### src/rtl/vga_scanout.sv
// rtl/vga_scanout.sv - 640x480@60Hz VGA scanout of a 320x240 3-bit framebuffer
module vga_scanout #(
    parameter int H_VISIBLE = 640,
    parameter int H_FRONT   = 16,
    parameter int H_SYNC    = 96,
    parameter int H_BACK    = 48,
    parameter int V_VISIBLE = 480,
    parameter int V_FRONT   = 10,
    parameter int V_SYNC    = 2,
    parameter int V_BACK    = 33,
    parameter int FB_WIDTH  = 320
) (
    input  logic        clk,
    input  logic        reset,
    output logic [16:0] mem_addr,
    input  logic [2:0]  mem_rdata,
    output logic        VGA_CLK,
    output logic        VGA_HS,
    output logic        VGA_VS,
    output logic        VGA_BLANK_N,
    output logic        VGA_SYNC_N,
    output logic [7:0]  VGA_R,
    output logic [7:0]  VGA_G,
    output logic [7:0]  VGA_B,
    output logic        frame_start
);
    localparam int H_TOTAL = H_VISIBLE + H_FRONT + H_SYNC + H_BACK;
    localparam int V_TOTAL = V_VISIBLE + V_FRONT + V_SYNC + V_BACK;
    localparam int HW = $clog2(H_TOTAL);
    localparam int VW = $clog2(V_TOTAL);

    localparam logic [HW-1:0] H_LAST = HW'(H_TOTAL - 1);
    localparam logic [HW-1:0] H_VIS  = HW'(H_VISIBLE);
    localparam logic [HW-1:0] H_SS   = HW'(H_VISIBLE + H_FRONT);
    localparam logic [HW-1:0] H_SE   = HW'(H_VISIBLE + H_FRONT + H_SYNC);
    localparam logic [VW-1:0] V_LAST = VW'(V_TOTAL - 1);
    localparam logic [VW-1:0] V_VIS  = VW'(V_VISIBLE);
    localparam logic [VW-1:0] V_SS   = VW'(V_VISIBLE + V_FRONT);
    localparam logic [VW-1:0] V_SE   = VW'(V_VISIBLE + V_FRONT + V_SYNC);

    logic          tick;
    logic [HW-1:0] h_count;
    logic [VW-1:0] v_count;
    logic          visible;
    logic          hs_act;
    logic          vs_act;
    logic [16:0]   x17;
    logic [16:0]   y17;
    logic [16:0]   addr_next;

    // First pipeline stage: blank/sync wait here while the memory read is in flight
    logic          vis_s1;
    logic          hs_s1;
    logic          vs_s1;

    assign visible = (h_count < H_VIS) && (v_count < V_VIS);
    assign hs_act  = (h_count >= H_SS) && (h_count < H_SE);
    assign vs_act  = (v_count >= V_SS) && (v_count < V_SE);
    assign x17     = 17'(h_count >> 1);
    assign y17     = 17'(v_count >> 1);

    generate
        if (FB_WIDTH == 320) begin : g_shift
            assign addr_next = (y17 << 8) + (y17 << 6) + x17;
        end else begin : g_mul
            assign addr_next = y17 * 17'(FB_WIDTH) + x17;
        end
    endgenerate

    assign VGA_SYNC_N = 1'b0;

    always_ff @(posedge clk or negedge reset) begin
        if (!reset) begin
            tick        <= 1'b0;
            VGA_CLK     <= 1'b0;
            h_count     <= '0;
            v_count     <= '0;
            mem_addr    <= 17'd0;
            vis_s1      <= 1'b0;
            hs_s1       <= 1'b1;
            vs_s1       <= 1'b1;
            VGA_HS      <= 1'b1;
            VGA_VS      <= 1'b1;
            VGA_BLANK_N <= 1'b0;
            VGA_R       <= 8'd0;
            VGA_G       <= 8'd0;
            VGA_B       <= 8'd0;
            frame_start <= 1'b0;
        end else begin
            tick        <= ~tick;
            VGA_CLK     <= tick;
            frame_start <= tick && (h_count == '0) && (v_count == '0);
            if (tick) begin
                if (h_count == H_LAST) begin
                    h_count <= '0;
                    v_count <= (v_count == V_LAST) ? '0 : v_count + 1'b1;
                end else begin
                    h_count <= h_count + 1'b1;
                end
                mem_addr    <= visible ? addr_next : 17'd0;
                vis_s1      <= visible;
                hs_s1       <= ~hs_act;
                vs_s1       <= ~vs_act;
                VGA_BLANK_N <= vis_s1;
                VGA_HS      <= hs_s1;
                VGA_VS      <= vs_s1;
                // Masking by the delayed visible flag keeps blanking-time read data off the pins
                VGA_R       <= vis_s1 ? {8{mem_rdata[2]}} : 8'd0;
                VGA_G       <= vis_s1 ? {8{mem_rdata[1]}} : 8'd0;
                VGA_B       <= vis_s1 ? {8{mem_rdata[0]}} : 8'd0;
            end
        end
    end
endmodule

### config.mk
export PLATFORM = sky130hd
export DESIGN_NAME = vga_scanout
export DESIGN_NICKNAME = d
export VERILOG_FILES = /design/src/rtl/vga_scanout.sv
export SDC_FILE = /design/constraint.sdc
export NUM_CORES = 1
export LEC_CHECK = 0
export ABC_AREA = 1
export CORE_ASPECT_RATIO = 1.1
export CORE_MARGIN = 5
export CORE_UTILIZATION = 55
export CTS_CLUSTER_DIAMETER = 150
export DETAILED_ROUTE_END_ITERATION = 16
export DONT_BUFFER_PORTS = 1
export PLACE_DENSITY = 0.7
export SYNTH_ARGS = -nofsm -noshare
export SYNTH_HDL_FRONTEND = slang
export SYNTH_SLANG_ARGS = --single-unit
### constraint.sdc
create_clock -name clk -period 4 [get_ports clk]
set_input_delay 0.8 -clock clk [delete_from_list [all_inputs] [get_ports clk]]
set_output_delay 0.8 -clock clk [all_outputs]
set_load 0.05 [all_outputs]
---- Word level (Yosys, flattened, before mapping) ----
Cells that the tools add are included.
storage, ports and cells
  bits in registers ....................... 70
  output and inout bits ................... 47
  logic and storage cells ................. 44
cells by class
  $add $sub $neg .......................... 4
  order comparisons ....................... 6
  equality and inequality tests ........... 2
  multiplexer cells ....................... 6
  bitwise logic cells ..................... 3
  reductions and logical operators ........ 8
operators with widths
  kind                                                                    count
  8-bit two-way mux                                                       3
  10-bit by 1-bit adder with 10-bit output, second input constant         2
  10-bit equality test, second input constant                             2
  10-bit logical NOT                                                      2
  10-bit < comparator, second input constant                              2
  10-bit by 9-bit < comparator with 1-bit output, second input constant   2
  10-bit two-way mux                                                      2
  17-bit by 15-bit adder with 17-bit output                               1
  17-bit by 9-bit adder with 17-bit output                                1
  17-bit two-way mux                                                      1
  10-bit >= comparator, second input constant                             1
  10-bit by 9-bit >= comparator with 1-bit output, second input constant  1
  1-bit logical AND                                                       5
  1-bit NOT                                                               3
  2-bit AND reduction                                                     1

---- Logic depth before layout (Yosys ltp) ----
  word-level depth ........................ 3
  depth in mapped cells ................... 12
  gate-level depth less buffers ........... 12

---- Worst setup path after synthesis ----
OpenSTA, ideal clock, no wires.
  path kind ............................... reg2reg
  from .................................... register v_count[3]
  to ...................................... register mem_addr[15]
  data arrival time ....................... 1.928 ns
  data required time ...................... 3.882 ns
  setup slack ............................. 1.954 ns
  cell stages (with the launch flop) ...... 11
  path buffers ............................ 0
  clock period less this slack ............ 2.046 ns
  cell sequence ........................... dfrtp_1 > inv_1 > fa_1 > inv_1 > fa_1 > nand2_1 > nand2_1 > nand3_1 > nand3_1 > nand3_1 > nand2_1
between the ends
  word-level cells in the longest chain between the ends .. 3
  elaborated cells between the ends (all ways) .. 5
  classes of those cells .................. 2 x add/sub; 1 x order compare; 1 x mux; 1 x reduce/logical
ends and longest elaborated chain
  item                                                                                                                line    RTL
  from (decl)                                                                                                         43      logic [VW-1:0] v_count;
  from (signal assigned)                                                                                              96      v_count <= (v_count == V_LAST) ? '0 : v_count + 1'b1;
  17-bit by 15-bit adder with 17-bit output / 10-bit by 9-bit < comparator with 1-bit output (equally long branches)  64, 56
  17-bit by 9-bit adder with 17-bit output / 1-bit logical AND (equally long branches)                                64, 56
  17-bit two-way mux (*)                                                                                              100     mem_addr <= visible ? addr_next : 17'd0;
  to (signal assigned)                                                                                                100
  to (decl)                                                                                                           15      output logic [16:0] mem_addr,
Every way passes the cells marked *; elsewhere a longest branch is shown, timed or not.
A chain may end at the register's enable or synchronous reset.

==> impl_metrics.ini <==
[timing]
final.period_utilization_pct = 57.7
slew-limit-headroom_pct = 25.8
setup_viol = 0
setup_ws_ns = 1.69
fin_crit_ns = 2.31
fin_tns_setup_ns = 0
tightestPinTransition_ns = 1.11
clock.fmax_mhz = 433
finalHoldViolations = 0
rsz0062_at_grt = no
report.final.slew_viol_count = 0
fin_skew_ns = 0.00655
hold_slack_ns = 0.180

[grt]
antenna_found_initial = 0
grt_pass1_wl_um = 10100
grt_usage_pct = 17.9
grt_pass1_vias = 2189
grt_max_degree = 50
grt_overflow_total = 0

[yosys]
synth-seq-area-share_pct = 39.9
synth_area_leader_cell = dfrtp_1
synth_edf_count = 0
syn-num-nets = 426
ys_top_cells_by_area = dfrtp_1, nand2_1, ha_1, inv_1, buf_4
ys_warn_count = 0
ys.flop_type = dfrtp_1
synth_common_cells = nand2_1, inv_1, dfrtp_1
synth_top_area_share_pct = 36.5
synth_most_common_cell = nand2_1
synth_area_um2 = 3090
synth_cell_types = 32
synth-async-reset-ratio_pct = 100
synthesis.instances = 398
ys_ff_latch = 49
avgSynthCellArea_um2 = 7.76

[worst_setup_path]
r2r_end = mem_addr[15]
cp_max_fo = 9
reg2regPathDepth = 10
cp-start-kind = flop
crit_type = flop to primary output
critical_path_arrival_ns = 1.51
cp.required_ns = 3.20
reg2reg_from = v_count[3]
endpoint_kind = primary output
reg2reg_slack_ns = 1.76

[floorplanning]
num_rows = 28
core_area_um2 = 5430
die_w_um = 81.4
pin_count = 52
initial_core_util_pct = 56.9
die-area_um2 = 7210
die_y_um = 88.6

[final_layout]
multi_input_area_um2 = 1460
area_delta_synth_final_pct = 0.122
layout.cells.non_filler = 453
fin_util_pct = 56.9
regMostFlops = mem_addr
seq_area_um2 = 1240
largest_register_ffs = 17
largestRegisters = mem_addr: 17 flops, h_count: 10 flops, v_count: 10 flops
nNetsFinal = 405
drive_above_1_share_pct = 8.47
n_antenna_cell = 0
fill_cells = 517

[place]
dp_hpwl_um = 4520
routabilityCongestion = 0.842
dpl.cell_count = 445
dp_slack_ns = 1.78
port_buffers = 0

[clocking]
postCtsSetupBuffers = 0
hold_buffers = 0
root_buffer = clkbuf_8
path_clk_slew_ns = 0.09
cts.path.max_buffers = 2
clock_latency_ns = 0.30
cts_tree = yes
numCtsBuffers = 5
cts_max_level = 2
cts_num_sinks = 49
ctsResizeCount = 0

[route]
postRouteAntennaNets = 0
totalWireLength_um = 5950
drt_iter0_drc = 77
wire_per_inst_um = 13.1
drc = 0
drt_first_pass_iters = 5
num_vias = 2352
via_per_inst = 5.19

[power_and_ir_drop]
p_int_uw = 624
p_sw_uw = 227
comb_power_share_pct = 0.4
powerDensity_nw_per_um2 = 275
ir_drop_mv = 0.184
seqPwrFrac_pct = 64.2
switching_share_pct = 26.6
p_clk_share_pct = 35.4
p_leak_nw = 1.66

[status]
status = complete, no violations

[flow_run]
cap_viol_max_count = 0

[hold_path]
hold_class = primary input to async pin
## metal layers
layer  part of all wire, %  vias up  GRT usage, %
met5                     0        -             0
li1                      -     1195             -
met4                   1.7        0          6.45
met3                   5.2       10          3.56
met1                    46     1087          23.7
met2                    47       60          28.9
## cell type report
class                           count  share of cell area (%)
Inverter                           54                    6.56
Clock inverter                      3                   0.809
Tap cell                           75                    3.04
Multi-Input combinational cell    267                    47.2
Sequential cell                    49                    40.2
Clock buffer                        5                    2.23
## stage by stage
| stage | instance area [µm²] | total power [mW] |
|---|---|---|
| after detailed placement | 3000 | 0.559 |
| after global routing | 3090 | 0.887 |
| final | 3090 | 0.851 |
| after global placement | 3000 | 0.559 |
| after floorplan | 3090 | 0.575 |
| after CTS | 3090 | 0.864 |
## power by group through the flow
stage               Combinational, mW  Clock, mW  Sequential, mW
floorplan                      0.0600          0           0.515
global placement              0.00350          0           0.556
detailed placement            0.00350          0           0.556
CTS                           0.00351      0.315           0.546
global route                  0.00404      0.335           0.548
finish                        0.00350      0.301           0.546
## worst max-delay path by stage
stage,from,to,cells after the start,slack [ns]
after global placement,v_count[3],mem_addr[15],10,1.82
after global routing,v_count[1],mem_addr[15],10,1.58
final,VGA_R[6],VGA_R[1],0,1.69
after floorplan,v_count[3],mem_addr[15],10,1.95
after CTS,VGA_R[6],VGA_R[1],0,1.68
after detailed placement,v_count[1],mem_addr[15],10,1.78
## logic make-up after synthesis
family	Yosys count	share of synthesized area [%]
adders and majority gates	23	9.81
buffers and inverters	82	12.9
DFF	49	39.9
other	1	0.121
and+or+nand+nor	202	29.6
AOI/OAI and AO/OA	33	5.47
xor gates and xnor gates	8	2.27
## placed cells by master, fill, tap and decap left out, drive strengths merged
| master | Yosys | routed |
|---|---|---|
| nand3b | 2 | 2 |
| o21ai | 24 | 24 |
| or2 | 1 | 1 |
| o21bai | 1 | 1 |
| o22ai | 1 | 1 |
| xor2 | 5 | 5 |
| clkinv | 1 | 2 |
| ha | 21 | 21 |
| conb | 1 | 1 |
| clkinvlp | 0 | 1 |
| clkbuf | 2 | 5 |
| nor3 | 3 | 3 |
| nor4 | 1 | 1 |
| xnor2 | 3 | 3 |
| dfrtp | 45 | 45 |
| inv | 53 | 54 |
| nand3 | 26 | 26 |
| nand4 | 12 | 12 |
| nand2 | 118 | 118 |
| a21oi | 7 | 7 |
| dfstp | 4 | 4 |
| fa | 2 | 2 |
| nor2 | 39 | 39 |
(Power assumes the default switching activity.)
